==> src/rtl/cla_add_arbiter.sv <==
// Shares one 8-bit carry-lookahead adder among NREQ valid/ready requesters; one operation in flight.
// Build option: define CLA_ARB_ROUND_ROBIN_EN for round-robin arbitration (default is fixed lowest-index priority).

module cla (
  input  logic [7:0]  a,
  input  logic [7:0]  b,
  output logic [31:0] s
);
  logic [7:0] g;
  logic [7:0] p;
  logic [8:0] c;
  logic [3:0] c_lo;
  logic [3:0] c_hi;

  // Carries c[k+1]..c[k+4] of a 4-bit group, fully expanded from the group carry-in.
  function automatic logic [3:0] look4(input logic [3:0] gg, input logic [3:0] pp, input logic ci);
    logic [3:0] co;
    co[0] = gg[0] | (pp[0] & ci);
    co[1] = gg[1] | (pp[1] & gg[0]) | (pp[1] & pp[0] & ci);
    co[2] = gg[2] | (pp[2] & gg[1]) | (pp[2] & pp[1] & gg[0]) | (pp[2] & pp[1] & pp[0] & ci);
    co[3] = gg[3] | (pp[3] & gg[2]) | (pp[3] & pp[2] & gg[1]) | (pp[3] & pp[2] & pp[1] & gg[0])
          | (pp[3] & pp[2] & pp[1] & pp[0] & ci);
    return co;
  endfunction

  assign g = a & b;
  assign p = a ^ b;

  always_comb begin
    c_lo = look4(g[3:0], p[3:0], 1'b0);
    c_hi = look4(g[7:4], p[7:4], c_lo[3]);
    c    = {c_hi, c_lo, 1'b0};
  end

  assign s = {23'd0, c[8], p ^ c[7:0]};
endmodule

module cla_add_arbiter #(
  parameter int NREQ = 4,
  parameter int IDW  = 2
) (
  input  logic                clk,
  input  logic                rst,
  input  logic [NREQ-1:0]     req_valid,
  input  logic [8*NREQ-1:0]   req_a,
  input  logic [8*NREQ-1:0]   req_b,
  output logic [NREQ-1:0]     req_ready,
  output logic                rsp_valid,
  output logic [8:0]          rsp_sum,
  output logic [IDW-1:0]      rsp_id,
  input  logic                rsp_ready,
  output logic                busy,
  output logic [1:0]          dbg_state
);
  // Handshake: a request transfers in a cycle where req_valid[i] and req_ready[i] are both high;
  // a response transfers at the clock edge where rsp_valid and rsp_ready are both high.

  typedef enum logic [1:0] {
    IDLE = 2'd0,
    EXEC = 2'd1,
    RESP = 2'd2
  } state_t;

  state_t          state_q;
  state_t          state_d;
  logic [7:0]      op_a;
  logic [7:0]      op_b;
  logic [8:0]      sum_q;
  logic [IDW-1:0]  id_q;
  logic [IDW-1:0]  gnt_idx;
  logic            any_valid;
  logic            take;
  logic [7:0]      sel_a;
  logic [7:0]      sel_b;
  logic [31:0]     cla_s;
  logic            unused_s_hi;

  assign any_valid = |req_valid;

`ifdef CLA_ARB_ROUND_ROBIN_EN
  logic [IDW-1:0] ptr;
  logic [IDW:0]   cand;
  logic           found;

  // Search from ptr upward, wrapping at NREQ; first valid requester wins.
  always_comb begin
    gnt_idx = '0;
    found   = 1'b0;
    cand    = '0;
    for (int k = 0; k < NREQ; k++) begin
      cand = {1'b0, ptr} + (IDW+1)'(k);
      if (cand >= (IDW+1)'(NREQ)) cand = cand - (IDW+1)'(NREQ);
      if (!found && req_valid[cand[IDW-1:0]]) begin
        found   = 1'b1;
        gnt_idx = cand[IDW-1:0];
      end
    end
  end

  always_ff @(posedge clk) begin
    if (rst) begin
      ptr <= '0;
    end else if (take) begin
      if (gnt_idx == IDW'(NREQ-1)) ptr <= '0;
      else                         ptr <= gnt_idx + IDW'(1);
    end
  end
`else
  always_comb begin
    gnt_idx = '0;
    for (int i = NREQ-1; i >= 0; i--) begin
      if (req_valid[i]) gnt_idx = IDW'(i);
    end
  end
`endif

  assign take = (state_q == IDLE) && any_valid;

  always_comb begin
    req_ready = '0;
    if (take) req_ready[gnt_idx] = 1'b1;
  end

  always_comb begin
    sel_a = '0;
    sel_b = '0;
    for (int i = 0; i < NREQ; i++) begin
      if (gnt_idx == IDW'(i)) begin
        sel_a = req_a[i*8 +: 8];
        sel_b = req_b[i*8 +: 8];
      end
    end
  end

  cla u_cla (
    .a (op_a),
    .b (op_b),
    .s (cla_s)
  );

  assign unused_s_hi = ^cla_s[31:9];

  always_ff @(posedge clk) begin
    if (rst) state_q <= IDLE;
    else     state_q <= state_d;
  end

  always_comb begin
    state_d   = state_q;
    busy      = 1'b1;
    rsp_valid = 1'b0;
    unique case (state_q)
      IDLE: begin
        busy = 1'b0;
        if (any_valid) state_d = EXEC;
      end
      EXEC: state_d = RESP;
      RESP: begin
        rsp_valid = 1'b1;
        if (rsp_ready) state_d = IDLE;
      end
      default: state_d = IDLE;
    endcase
  end

  // Datapath registers; a reset mid-operation simply drops whatever was captured.
  always_ff @(posedge clk) begin
    if (rst) begin
      op_a  <= '0;
      op_b  <= '0;
      id_q  <= '0;
      sum_q <= '0;
    end else begin
      if (take) begin
        op_a <= sel_a;
        op_b <= sel_b;
        id_q <= gnt_idx;
      end
      if (state_q == EXEC) sum_q <= cla_s[8:0];
    end
  end

  assign rsp_sum   = sum_q;
  assign rsp_id    = id_q;
  assign dbg_state = state_q;
endmodule

==> config.mk <==
export PLATFORM = sky130hd
export DESIGN_NAME = cla_add_arbiter
export DESIGN_NICKNAME = d
export VERILOG_FILES = /design/src/rtl/cla_add_arbiter.sv
export SDC_FILE = /design/constraint.sdc
export NUM_CORES = 1
export LEC_CHECK = 0
export ABC_CLOCK_PERIOD_IN_PS = 2560
export CAP_MARGIN = 15
export CORE_MARGIN = 4
export CORE_UTILIZATION = 63
export CTS_CLUSTER_SIZE = 40
export DETAILED_ROUTE_END_ITERATION = 6
export DONT_BUFFER_PORTS = 1
export PLACE_DENSITY_LB_ADDON = 0.2
export SETUP_SLACK_MARGIN = 0.15
export SLEW_MARGIN = 20
export SYNTH_ARGS = -nofsm -noshare
export SYNTH_HDL_FRONTEND = slang
export SYNTH_SLANG_ARGS = --single-unit
export TNS_END_PERCENT = 10
==> constraint.sdc <==
create_clock -name clk -period 2.56 [get_ports clk]
set_input_delay 0 -clock clk [delete_from_list [all_inputs] [get_ports clk]]
set_output_delay 0 -clock clk [all_outputs]
set_load 0.02 [all_outputs]
* After elaboration in Yosys (flattened, before gate mapping) *
Index checks and enable logic that the tools add are counted.

cells by class
  multiplexer cells = 20
  order comparisons = 2
  bitwise logic cells = 44
  reduce and logical (&&, ||, !) cells = 6
  equality and inequality tests = 7

operators by type and width
  operator                                                     number
  2-to-1 mux 8 bit                                             8
  bitwise AND 1 bit                                            25
  bitwise OR 1 bit                                             16
  XOR 8 bit                                                    2
  2-to-1 mux 2 bit                                             6
  bitwise AND 8 bit                                            1
  == test 2 bit (second input constant)                        3
  one-hot mux 2 bit (3 select lines)                           1
  == test 2 x 1 -> 1 bit (second input constant)               2
  zero test 2 bit                                              2
  2-to-1 mux 4 bit                                             1
  inequality test 2 bit (second input constant)                2
  OR reduction 4 bit                                           1
  less-than comparator 2 x 3 -> 1 bit (second input constant)  1
  2-to-1 mux 1 bit                                             3
  demux 1 bit (select 2 bit)                                   1
  >= comparator 2 x 1 -> 1 bit (second input constant)         1
  logical AND 1 bit                                            2
  AND reduction 2 bit                                          1

word-level totals
  flip-flop bits (word level) = 29
  input bits = 71
  logic and storage cells = 84

* Longest topological paths before layout *
Gate-level depths: netlist (run 1).

  depth after elaboration = 9
  mapped depth = 8
  gate-level depth less buffers = 6

* By module *
Synthesis (run 1) repeated with hierarchy kept, for this count alone.

second synthesis, totals
  cell total of the unflattened synthesis = 257
  area, all modules = 2,083.2 sq um

modules (own cells, without submodules)
  module           area an instance (sq um)  cells an instance  seq. area each (sq um)  times used
  cla_add_arbiter  1,610.3                   201                580.6                   1
  cla              473.0                     56                 0.0                     1

* Least setup slack after synthesis (run 1) *
OpenSTA, ideal clock, no wires.

  kind = register to register
  start = register op_a[1]
  end = register sum_q[5], in the netlist rsp_sum[5]
  setup slack = 717 ps
  data arrival time = 1,758 ps
  buffers on the path = 0
  clock period less this slack = 1,843 ps
  setup time = 86 ps
  cell stages (with the launch flop) = 7
  cell sequence = dfxtp_1 ha_1 a211oi_2 o21ai_0 fa_1 xnor2_1 a211oi_1

between the ends
  cells in the longest elaborated chain, start to end = 7
  elaborated cells on any way between the ends = 10
  classes of those cells = bitwise (10)

ends and longest elaborated chain
  what                                                          line    text
  start: declaration                                            66      logic [7:0] op_a;
  start signal: assignment                                      175     op_a <= sel_a;
  bitwise AND 8 bit / XOR 8 bit (equally long branches)         26, 27
  bitwise AND 1 bit                                             21      co[3] = gg[3] | (pp[3] & gg[2]) | (pp[3] & pp[2] & gg[1]) | (pp[3] & pp[2] & pp[1] & gg[0])
  bitwise OR 1 bit / bitwise AND 1 bit (equally long branches)  21
  bitwise OR 1 bit *                                            21
  bitwise AND 1 bit *                                           18      co[0] = gg[0] | (pp[0] & ci);
  bitwise OR 1 bit *                                            18
  XOR 8 bit *                                                   35      assign s = {23'd0, c[8], p ^ c[7:0]};
  end signal: assignment                                        179     if (state_q == EXEC) sum_q <= cla_s[8:0];
  end: declaration                                              68      logic [8:0] sum_q;

Mark *: on every way between the ends. The rest lies on a longest branch, timed or not.
A chain may end at the register's enable or synchronous reset.

* Worst setup path in the final report (run 1) *
  start = register state_q[0], in the netlist dbg_state[0]
  end = register op_b[5]

between the ends
  cells in the longest elaborated chain, start to end = 2

ends and longest elaborated chain
  what                      line  text
  start: declaration        64    state_t state_q;
  start signal: assignment  145   else state_q <= state_d;
  zero test 2 bit           117   assign take = (state_q == IDLE) && any_valid;
  logical AND 1 bit         117
  end signal: assignment    176   op_b <= sel_b;
  end: declaration          67    logic [7:0] op_b;

Every way passes these cells.

==> results of run 1 <==
[layout by cell type, fill, tap and decap left out, types with 3 or more instances in the layout]
| cell type | netlist | final |
|---|---|---|
| nor2b_1 | 3 | 3 |
| nor2_1 | 14 | 14 |
| o211ai_1 | 3 | 3 |
| a22oi_1 | 7 | 7 |
| clkbuf_4 | 0 | 5 |
| nor3_1 | 5 | 5 |
| buf_4 | 0 | 3 |
| dlygate4sd3_1 | 0 | 36 |
| ha_1 | 8 | 8 |
| o21ai_0 | 10 | 10 |
| o21ai_1 | 8 | 8 |
| a22oi_2 | 9 | 9 |
| nand2b_1 | 19 | 19 |
| nand2_1 | 25 | 25 |
| a21oi_1 | 57 | 57 |
| a22o_1 | 16 | 16 |
| inv_1 | 8 | 8 |
| nand3_1 | 4 | 4 |
| dfxtp_1 | 29 | 29 |
[cell families (layout without fill, tap and decap cells)]
kind of cell | count (synthesis) | after routing | share of synthesized area [%]
xor+xnor | 2 | 2 | 0.837
buf+inv | 33 | 56 | 8.79
simple gates | 76 | 76 | 18.1
flops | 29 | 29 | 27.8
fa+ha+maj | 10 | 10 | 6.70
compound gates | 120 | 120 | 37.9
[routing by layer]
layer	routed length, um	global-route usage (%)	share of wire [%]	vias to the layer above
met5	0	0	0	-
met4	71	7.25	1.2	0
met3	468	5.64	7.8	8
met2	3120	50.7	52	86
met1	2360	33.6	39	960
li1	-	-	-	1017
[registers in the layout (all words and copies together) (netlist names)]
| signal | flops |
|---|---|
| op_a | 8 |
| op_b | 8 |
| dbg_state | 2 |
| rsp_id | 2 |
| rsp_sum | 9 |
[per-stage QoR]
stage          cell area [sq um]  worst slack [ns]  total power [mW]  util [%]
2_1_floorplan               2090             0.717             0.852         -
6_report                    2430             0.270              1.22      78.4
5_1_grt                     2430             0.175              1.28      78.4
4_1_cts                     2440             0.259              1.20      78.5
3_5_place_dp                2020             0.572             0.880      65.0
3_3_place_gp                2020             0.647             0.873      65.0
[synthesized netlist by cell type, drive strengths merged, types with 3 or more instances]
cell type	n	area share, %
buf	15	5.5
nor2b	3	0.90
nand2b	19	5.7
nand2	25	4.5
nand3	4	0.96
clkbuf	10	1.9
ha	8	4.8
o21ai	18	4.3
o211ai	3	1.1
a22oi	16	7.9
a22o	16	6.7
dfxtp	29	28
inv	8	1.4
a21oi	57	14
a211oi	3	1.3
nor2	15	3.1
nor3	5	1.2
[power breakdown]
| group | leakage, nW | switching [mW] | internal (mW) |
|---|---|---|---|
| Clock | 0.0320 | 0.155 | 0.104 |
| Combinational | 0.691 | 0.211 | 0.187 |
| Sequential | 0.238 | 0.0642 | 0.498 |
[final timing paths]
path / startpoint / end / depth (start not counted)
worst max register to register: dbg_state[0] / op_b[5] / 6
worst min register to register: rsp_sum[4] / rsp_sum[4] / 2
worst min-delay path: req_valid[1] / op_b[3] / 3
worst max-delay path: dbg_state[0] / op_b[5] / 6
[cell type report]
class	count	area, sq um	share of cell area, %
Inverter	8	30.0	1.23
Sequential cell	29	581	23.9
Multi-Input combinational cell	208	1330	54.6
Clock inverter	2	10.0	0.411
Tap cell	44	55.1	2.26
Clock buffer	6	41.3	1.70
Timing Repair Buffer	40	388	15.9
[repair_timing]
item,4_1_cts,5_1_grt
setup endpoints to repair,0,14
hold endpoints to repair,29,0
gates resized for setup,0,1
hold buffers,37,0
[worst min-delay path, cell delays in order]
cell	delay, ns
a21oi_1	0.02
o21ai_1	0.20
a21oi_1	0.09
==> metrics.txt, run 1 <==
# TYPE chip_impl_metric gauge
chip_impl_metric{name="max-clock-path-buffers",unit=""} 2
chip_impl_metric{name="net_count_final",unit=""} 373
chip_impl_metric{name="worst_slew_pin_slew",unit="ns"} 0.649
chip_impl_metric{name="r2r_setup_slack",unit="ns"} 0.27
chip_impl_metric{name="gp_congestion",unit=""} 0.835
chip_impl_metric{name="antennaDiodeCount",unit=""} 0
chip_impl_metric{name="grt_max_degree",unit=""} 34
chip_impl_metric{name="track_usage",unit="%"} 28.1
chip_impl_metric{name="total_of_endpoints_with_negative_setup_slack_in_the_final_report",unit=""} 0
chip_impl_info{name="worst-setup-path-type",value="reg2reg"} 1
chip_impl_metric{name="cts-buffers-inserted",unit=""} 5
chip_impl_metric{name="power.ir.vdd_worst",unit="uV"} 267
chip_impl_metric{name="path_clk_slew",unit="ns"} 0.09
chip_impl_metric{name="final_setup_tns",unit="ns"} 0
chip_impl_metric{name="achievable-frequency",unit="MHz"} 437
chip_impl_info{name="critical_path.top_delay_family",value="buffers and inverters"} 1
chip_impl_metric{name="cts_sinks",unit=""} 29
chip_impl_info{name="tritoncts_clock_tree",value="done"} 1
chip_impl_metric{name="layout-drive-gt1-share",unit="%"} 7.85
chip_impl_metric{name="layout-area-overhead-vs-synth",unit="%"} 16.3
chip_impl_metric{name="timing.hold.ws",unit="ns"} 0.0374
chip_impl_metric{name="p_per_area",unit="nW/um^2"} 501
chip_impl_info{name="timing.critical_path.slowest_stage_cell",value="dlygate4sd3_1"} 1
chip_impl_metric{name="required",unit="ns"} 2.84
chip_impl_metric{name="syn_area_per_cell",unit="sq um"} 7.75
chip_impl_metric{name="grt_pass1_vias",unit=""} 1945
chip_impl_metric{name="number_of_antenna_violations_at_the_first_check_in_global_routing",unit=""} 0
chip_impl_metric{name="asyncSetResetFlopFracSynth",unit="%"} 0
chip_impl_metric{name="firstDrtPassIters",unit=""} 4
chip_impl_metric{name="ys.warnings.count",unit=""} 0
chip_impl_metric{name="fp-row-count",unit=""} 20
chip_impl_metric{name="min_period_over_period",unit="%"} 89.4
chip_impl_info{name="status",value="complete, no violations"} 1
chip_impl_metric{name="fill_cells",unit=""} 239
chip_impl_metric{name="first_pass_grt_wire_length",unit="um"} 9430
chip_impl_metric{name="area_inside_the_core_boundary",unit="sq um"} 3100
chip_impl_metric{name="synth.ff_latch_count",unit=""} 29
chip_impl_info{name="grt_setup_unrepaired",value="no"} 1
chip_impl_metric{name="drt-initial-drc-count",unit=""} 141
chip_impl_metric{name="leakagePower",unit="nW"} 0.962
chip_impl_info{name="postSynth.topFlopCell",value="dfxtp_1"} 1
chip_impl_metric{name="detail_route.drc_violations",unit=""} 0
chip_impl_metric{name="critical-path-max-stage-delay",unit="ns"} 0.59
chip_impl_metric{name="worstPathArrival",unit="ns"} 2.56
chip_impl_metric{name="numPlacedInstances",unit=""} 292
chip_impl_metric{name="syn_inst",unit=""} 270
chip_impl_metric{name="postRouteWirelength",unit="um"} 6020
chip_impl_info{name="crit_path_start_kind",value="register"} 1
chip_impl_metric{name="clkLatencyLatePin",unit="ns"} 0.33
chip_impl_info{name="critical_path_cell_list",value="nor2_1, and4b_1, buf_4, a22oi_2, a21oi_1, dlygate4sd3_1"} 1
chip_impl_metric{name="drt-wirelength-per-cell",unit="um"} 17.8
chip_impl_metric{name="max_slew_margin",unit="%"} 56.4
chip_impl_metric{name="initial_core_util",unit="%"} 67.4
chip_impl_metric{name="finish.cell_count_without_fillers",unit=""} 337
chip_impl_metric{name="dp_hpwl",unit="um"} 3920
chip_impl_metric{name="cts_setup_buffers",unit=""} 0
chip_impl_metric{name="port-buffer-count",unit=""} 0
chip_impl_metric{name="gr-total-overflow",unit=""} 0
chip_impl_info{name="timing.hold.worst.class",value="in2reg"} 1
chip_impl_metric{name="postRouteAntennaNets",unit=""} 0
chip_impl_metric{name="synth_nets",unit=""} 351
chip_impl_metric{name="pin_count",unit=""} 90
chip_impl_info{name="worst_setup_path_end_kind",value="register"} 1
chip_impl_metric{name="chipWidth",unit="um"} 65.6
chip_impl_metric{name="seq_area_frac_synth",unit="%"} 27.8
chip_impl_metric{name="fin_skew",unit="ns"} 0.0122
chip_impl_metric{name="design.die.area",unit="sq um"} 4310
chip_impl_info{name="cts-root-buf",value="clkbuf_4"} 1
chip_impl_metric{name="timing.final.max_slew_violations",unit=""} 0
chip_impl_metric{name="synth_enable_flop_cells",unit=""} 0
chip_impl_metric{name="crit_buf_inv",unit=""} 2
chip_impl_metric{name="final-hold-violation-count",unit=""} 0
chip_impl_metric{name="vias",unit=""} 2071
chip_impl_metric{name="max_h_tree_level",unit=""} 2
chip_impl_metric{name="die_height",unit="um"} 65.6
chip_impl_metric{name="critical_path.max_fanout",unit=""} 17
chip_impl_metric{name="syn-cell-area",unit="sq um"} 2090
chip_impl_metric{name="avgViaCountPerCell",unit=""} 6.15
chip_impl_metric{name="drv.max_cap_violation_count",unit=""} 0
chip_impl_metric{name="period_minus_slack",unit="ns"} 2.29
chip_impl_metric{name="synth_cell_type_count",unit=""} 36
Power figures use the tool's default switching activity.
==> run 2: changes to the inputs <==
Settings changed: PLACE_DENSITY from default to 0.79, PLACE_DENSITY_LB_ADDON 0.2 to default, REMOVE_ABC_BUFFERS from default to 1.
==> run 2 against run 1 <==
  * Final cell count decreased by 0.59%
  * Register-to-register slack improved by 0.08 ns
  * Worst hold slack got worse by 0.024 ns
  * Clock skew decreased by 0.0058 ns
  * Die area unchanged
  * Via count increased by 0.77%
  * Global-route usage increased by 1.6 points
  * Critical path depth increased by 1
  * Critical endpoint is now op_a[5]
  * Largest power group unchanged
  * Highest routed layer unchanged
==> metrics.txt, run 2 (same netlist as run 1, synthesis figures left out) <==
# TYPE chip_impl_metric gauge
chip_impl_info{name="status",value="complete, no violations"} 1
chip_impl_metric{name="post_layout_inst_area",unit="sq um"} 2430
chip_impl_info{name="timing.critical_path.slowest_stage_cell",value="dlygate4sd3_1"} 1
chip_impl_info{name="worst-setup-path-type",value="in2reg"} 1
chip_impl_info{name="cts-root-buf",value="clkbuf_4"} 1
chip_impl_metric{name="postRouteWirelength",unit="um"} 5930
chip_impl_metric{name="dp_hpwl",unit="um"} 3740
chip_impl_metric{name="worstPathArrival",unit="ns"} 2.50
chip_impl_info{name="timing.hold.worst.class",value="in2reg"} 1
chip_impl_metric{name="drt-wirelength-per-cell",unit="um"} 17.7
chip_impl_metric{name="achievable-frequency",unit="MHz"} 449
chip_impl_metric{name="crit_buf_inv",unit=""} 3
chip_impl_metric{name="total_of_endpoints_with_negative_setup_slack_in_the_final_report",unit=""} 0
chip_impl_metric{name="chipWidth",unit="um"} 65.6
chip_impl_metric{name="pin_count",unit=""} 90
chip_impl_metric{name="final-hold-violation-count",unit=""} 0
chip_impl_metric{name="fill_cells",unit=""} 253
chip_impl_info{name="final_cell_mix",value="a21oi_1 (57), dlygate4sd3_1 (35), dfxtp_1 (29)"} 1
chip_impl_metric{name="cts_sinks",unit=""} 29
chip_impl_info{name="critical_path_cell_list",value="dlygate4sd3_1, nor2_4, and4b_1, buf_4, a22oi_1, a21oi_1, dlygate4sd3_1"} 1
chip_impl_metric{name="max-clock-path-buffers",unit=""} 2
chip_impl_metric{name="track_usage",unit="%"} 29.7
chip_impl_metric{name="min_period_over_period",unit="%"} 87.0
chip_impl_info{name="crit_path_start_kind",value="input pin"} 1
chip_impl_metric{name="p_per_area",unit="nW/um^2"} 508
chip_impl_metric{name="drv.max_cap_violation_count",unit=""} 0
chip_impl_metric{name="first_pass_grt_wire_length",unit="um"} 9790
chip_impl_metric{name="firstDrtPassIters",unit=""} 6
chip_impl_metric{name="dpl-instance-area",unit="sq um"} 2020
chip_impl_metric{name="fin_skew",unit="ns"} 0.00639
chip_impl_metric{name="antennaDiodeCount",unit=""} 0
chip_impl_metric{name="clkLatencyLatePin",unit="ns"} 0.33
chip_impl_metric{name="area_inside_the_core_boundary",unit="sq um"} 3100
chip_impl_metric{name="max_slew_margin",unit="%"} 57.9
chip_impl_metric{name="required",unit="ns"} 2.83
chip_impl_metric{name="postRouteAntennaNets",unit=""} 0
chip_impl_metric{name="largest_register_ffs",unit=""} 9
chip_impl_metric{name="grt_max_degree",unit=""} 34
chip_impl_metric{name="net_count_final",unit=""} 372
chip_impl_metric{name="vias",unit=""} 2087
chip_impl_metric{name="power.ir.vdd_worst",unit="uV"} 233
chip_impl_metric{name="sequential_cell_area",unit="sq um"} 581
chip_impl_metric{name="period_minus_slack",unit="ns"} 2.23
chip_impl_info{name="worst_setup_path_end_kind",value="register"} 1
chip_impl_metric{name="drt-initial-drc-count",unit=""} 161
chip_impl_metric{name="final_setup_tns",unit="ns"} 0
chip_impl_metric{name="gp_congestion",unit=""} 0.856
chip_impl_info{name="most_frequent_standard_cell_in_the_layout_excluding_fill_and_tap_cells",value="a21oi_1"} 1
chip_impl_info{name="critical_path.most_common_cell",value="dlygate4sd3_1"} 1
chip_impl_info{name="grt_setup_unrepaired",value="no"} 1
chip_impl_metric{name="layout-area-overhead-vs-synth",unit="%"} 16.0
chip_impl_info{name="critical_path.top_delay_family",value="buffers and inverters"} 1
chip_impl_metric{name="gr-total-overflow",unit=""} 0
chip_impl_metric{name="critical_path.max_fanout",unit=""} 20
chip_impl_metric{name="fp-row-count",unit=""} 20
chip_impl_metric{name="die_height",unit="um"} 65.6
chip_impl_metric{name="multiInputGateArea",unit="sq um"} 1330
chip_impl_metric{name="worst_slew_pin_slew",unit="ns"} 0.626
chip_impl_metric{name="critical-path-max-stage-delay",unit="ns"} 0.61
chip_impl_metric{name="timing.final.max_slew_violations",unit=""} 0
chip_impl_metric{name="leakagePower",unit="nW"} 0.955
chip_impl_metric{name="path_clk_slew",unit="ns"} 0.09
chip_impl_metric{name="layout-drive-gt1-share",unit="%"} 7.56
chip_impl_metric{name="grt_pass1_vias",unit=""} 2067
chip_impl_metric{name="fin_total_pwr",unit="mW"} 1.23
chip_impl_metric{name="avgViaCountPerCell",unit=""} 6.23
chip_impl_info{name="tritoncts_clock_tree",value="done"} 1
chip_impl_metric{name="cts-buffers-inserted",unit=""} 5
chip_impl_metric{name="port-buffer-count",unit=""} 0
chip_impl_metric{name="number_of_antenna_violations_at_the_first_check_in_global_routing",unit=""} 0
chip_impl_metric{name="detail_route.drc_violations",unit=""} 0
chip_impl_metric{name="initial_core_util",unit="%"} 67.4
chip_impl_metric{name="max_h_tree_level",unit=""} 2
chip_impl_metric{name="design.die.area",unit="sq um"} 4310
==> run 2: cell types whose count changed in the layout (fill, tap and decap cells not counted) <==
cell,before,now
clkbuf_8,0,1
clkinv_2,2,0
dlygate4sd3_1,36,35
==> run 2: what timing repair did <==
action	in CTS	in global routing
hold endpoints to repair	29	0
resized for setup	0	1
hold buffers	36	0
endpoints found under the setup margin	0	4
buffers inserted	0	0
==> run 2: worst paths after layout <==
kind                     end  slack (ns)  cells after the start    startpoint
setup reg to reg     op_a[5]        0.35                      6  dbg_state[0]
hold / removal       op_b[1]        0.01                      4  req_valid[2]
hold reg to reg   rsp_sum[3]        0.56                      2    rsp_sum[3]
setup / recovery     op_a[5]        0.33                      7  req_valid[1]
==> run 2: layout make-up <==
cell class	count	area share, %
inverters	8	1.24
clock buffers	7	2.27
well taps	44	2.27
repair buffers	39	15.6
flip-flops and latches	29	23.9
multi-input cells	208	54.7
==> run 2: power by group <==
group / internal [mW] / switching (mW)
Combinational: 0.184 / 0.209
Sequential: 0.498 / 0.0622
Clock: 0.129 / 0.150
==> run 2: metal layers <==
| metal | up-vias | part of all wire (%) | track usage, % |
|---|---|---|---|
| met5 | - | 0 | 0 |
| met4 | 0 | 1.8 | 10.9 |
| met3 | 11 | 10 | 8.38 |
| met2 | 115 | 48 | 49.1 |
| met1 | 947 | 39 | 36.5 |
| li1 | 1014 | - | - |
==> run 2: metrics by stage <==
stage	setup slack (ns)	cells	hold WS, ns	utilization [%]
floorplan	0.705	245	0.0691	-
global placement	0.647	292	0.0733	65.0
detailed placement	0.612	292	0.0757	65.0
CTS	0.306	335	0.00224	78.3
global route	0.222	335	0.0239	78.2
finish	0.332	335	0.0137	78.2
==> run 2: worst register-to-register path, delay by kind of cell (launching register included) <==
kind                   cells  cell delay, ns
AO/OA/AOI/OAI              2            0.36
buffers and inverters      2            0.87
flip-flops                 1            0.41
AND/OR/NAND/NOR            2            0.52
==> run 3: changes to the inputs <==
Settings changed: CORE_MARGIN 4 to default.
==> run 3 against run 2 <==
  * Wire length shrank 7.9%
  * Clock power down 6%
  * Total power fell by 0.89%
  * Combinational power up 1%
  * Worst hold slack worse by 0.0038 ns
  * Clock skew increased by 0.0089 ns
  * Cell area up 0.98%
  * Non-clock buffer count increased by 3
==> metrics.txt, run 3 (same netlist as run 1, synthesis figures left out) <==
# TYPE chip_impl_metric gauge
chip_impl_metric{name="die_height",unit="um"} 59.6
chip_impl_metric{name="postRouteAntennaNets",unit=""} 0
chip_impl_metric{name="cts-buffers-inserted",unit=""} 5
chip_impl_metric{name="achievable-frequency",unit="MHz"} 467
chip_impl_metric{name="r2r_cells",unit=""} 6
chip_impl_metric{name="post_layout_inst_area",unit="sq um"} 2450
chip_impl_metric{name="fin_skew",unit="ns"} 0.0153
chip_impl_metric{name="holdPathStages",unit=""} 4
chip_impl_metric{name="final-hold-violation-count",unit=""} 0
chip_impl_metric{name="grt_max_degree",unit=""} 34
chip_impl_metric{name="route.met2.wl",unit="um"} 2630
chip_impl_metric{name="period_minus_slack",unit="ns"} 2.14
chip_impl_metric{name="detailedPlace.worstSlack",unit="ns"} 0.546
chip_impl_metric{name="fill_cells",unit=""} 245
chip_impl_info{name="worst_setup_path_end_kind",value="register"} 1
chip_impl_metric{name="pin_count",unit=""} 90
chip_impl_metric{name="design.die.area",unit="sq um"} 3560
chip_impl_metric{name="cts_sinks",unit=""} 29
chip_impl_metric{name="critical_path.max_fanout",unit=""} 17
chip_impl_metric{name="grt_pass1_vias",unit=""} 1878
chip_impl_metric{name="detail_route.drc_violations",unit=""} 0
chip_impl_info{name="crit_path_start_kind",value="register"} 1
chip_impl_info{name="grt_setup_unrepaired",value="no"} 1
chip_impl_metric{name="largest_register_ffs",unit=""} 9
chip_impl_metric{name="sequential_cell_area",unit="sq um"} 581
chip_impl_metric{name="gp_congestion",unit=""} 0.769
chip_impl_info{name="top_layer",value="met4"} 1
chip_impl_metric{name="final_setup_tns",unit="ns"} 0
chip_impl_metric{name="fin_total_pwr",unit="mW"} 1.22
chip_impl_metric{name="layout-area-overhead-vs-synth",unit="%"} 17.2
chip_impl_info{name="status",value="complete, no violations"} 1
chip_impl_metric{name="track_usage",unit="%"} 32.5
chip_impl_metric{name="net_count_final",unit=""} 375
chip_impl_info{name="cts-root-buf",value="clkbuf_4"} 1
chip_impl_metric{name="worst_slew_pin_slew",unit="ns"} 0.639
chip_impl_metric{name="avgViaCountPerCell",unit=""} 6.16
chip_impl_metric{name="min_period_over_period",unit="%"} 83.6
chip_impl_metric{name="max-clock-path-buffers",unit=""} 2
chip_impl_metric{name="antennaDiodeCount",unit=""} 0
chip_impl_metric{name="power.ir.vdd_worst",unit="uV"} 250
chip_impl_metric{name="clkLatencyLatePin",unit="ns"} 0.34
chip_impl_metric{name="first_pass_grt_wire_length",unit="um"} 8580
chip_impl_metric{name="dpl-instance-area",unit="sq um"} 2020
chip_impl_metric{name="required",unit="ns"} 2.80
chip_impl_metric{name="drv.max_cap_violation_count",unit=""} 0
chip_impl_info{name="worst-setup-path-type",value="reg2reg"} 1
chip_impl_info{name="most_frequent_standard_cell_in_the_layout_excluding_fill_and_tap_cells",value="a21oi_1"} 1
chip_impl_metric{name="max_h_tree_level",unit=""} 2
chip_impl_metric{name="timing.final.max_slew_violations",unit=""} 0
chip_impl_metric{name="wl_met3",unit="um"} 391
chip_impl_metric{name="gr-total-overflow",unit=""} 0
chip_impl_metric{name="firstDrtPassIters",unit=""} 4
chip_impl_metric{name="area_inside_the_core_boundary",unit="sq um"} 3100
chip_impl_metric{name="port-buffer-count",unit=""} 0
chip_impl_metric{name="postRouteWirelength",unit="um"} 5470
chip_impl_metric{name="multiInputGateArea",unit="sq um"} 1330
chip_impl_metric{name="p_per_area",unit="nW/um^2"} 499
chip_impl_info{name="final_cell_mix",value="a21oi_1 (57), dlygate4sd3_1 (37), dfxtp_1 (29)"} 1
chip_impl_metric{name="post-route-util",unit="%"} 79.0
chip_impl_metric{name="drt-initial-drc-count",unit=""} 155
chip_impl_metric{name="worstPathArrival",unit="ns"} 2.38
chip_impl_metric{name="layout-drive-gt1-share",unit="%"} 8.14
chip_impl_metric{name="path_clk_slew",unit="ns"} 0.10
chip_impl_info{name="tritoncts_clock_tree",value="done"} 1
chip_impl_metric{name="dp_hpwl",unit="um"} 3440
chip_impl_metric{name="post-route-worst-setup-slack",unit="ns"} 0.421
chip_impl_metric{name="m1WireLength",unit="um"} 2330
chip_impl_metric{name="vias",unit=""} 2087
chip_impl_metric{name="chipWidth",unit="um"} 59.6
chip_impl_metric{name="drt-wirelength-per-cell",unit="um"} 16.1
chip_impl_metric{name="leakagePower",unit="nW"} 0.974
chip_impl_info{name="timing.hold.worst.class",value="in2reg"} 1
chip_impl_metric{name="total_of_endpoints_with_negative_setup_slack_in_the_final_report",unit=""} 0
chip_impl_metric{name="initial_core_util",unit="%"} 67.4
chip_impl_metric{name="fp-row-count",unit=""} 20
chip_impl_metric{name="number_of_antenna_violations_at_the_first_check_in_global_routing",unit=""} 0
chip_impl_metric{name="max_slew_margin",unit="%"} 57.1
-- run 3: cell count changes in the layout (fill, tap and decap cells not counted), sizes merged --
cell         before  now
clkbuf            7    6
buf               4    5
clkinv            0    2
dlygate4sd3      35   37
-- run 3: cell type report --
class	instances	share of cell area, %
flip-flops and latches	29	23.7
clock buffers	6	1.68
inverters	8	1.23
well taps	44	2.25
repair buffers	42	16.5
multi-input cells	208	54.2
clock inverters	2	0.408
-- run 3: through the flow --
step | hold WS (ns) | cells
2_1_floorplan | 0.0691 | 245
3_3_place_gp | 0.0726 | 293
3_5_place_dp | 0.0748 | 293
4_1_cts | 0.000966 | 339
5_1_grt | 0.0126 | 339
6_report | 0.00983 | 339
-- run 3: timing repair --
action / 4_1_cts / 5_1_grt
gates resized for setup: 0 / 1
hold buffers: 38 / 0
endpoints found under the hold margin: 29 / 0
buffers inserted: 0 / 0
setup endpoints to repair: 0 / 5
-- run 3: worst paths after layout --
path | startpoint | endpoint | slack, ns
setup / recovery | dbg_state[0] | op_a[5] | 0.42
hold / removal | req_valid[2] | rsp_id[1] | 0.01
setup reg to reg | dbg_state[0] | op_a[5] | 0.42
hold reg to reg | rsp_sum[2] | rsp_sum[2] | 0.55
-- run 3: metal layers --
metal	vias up	track usage (%)
li1	1019	-
met4	0	15.6
met3	14	6.99
met2	101	52.2
met5	-	0
met1	953	41.4
-- run 3: worst max-delay path, cell delays in order (launching register included) --
cell and delay (ns):
dfxtp_1 0.41, nor2_1 0.27, inv_1 0.09, a21o_2 0.34, a22oi_1 0.23, a21oi_1 0.10, dlygate4sd3_1 0.59
-- run 3: where the power goes --
part           switching, mW  internal [mW]
clock network          0.158          0.104
registers             0.0628          0.498
logic                  0.209          0.190
total                  0.430          0.793
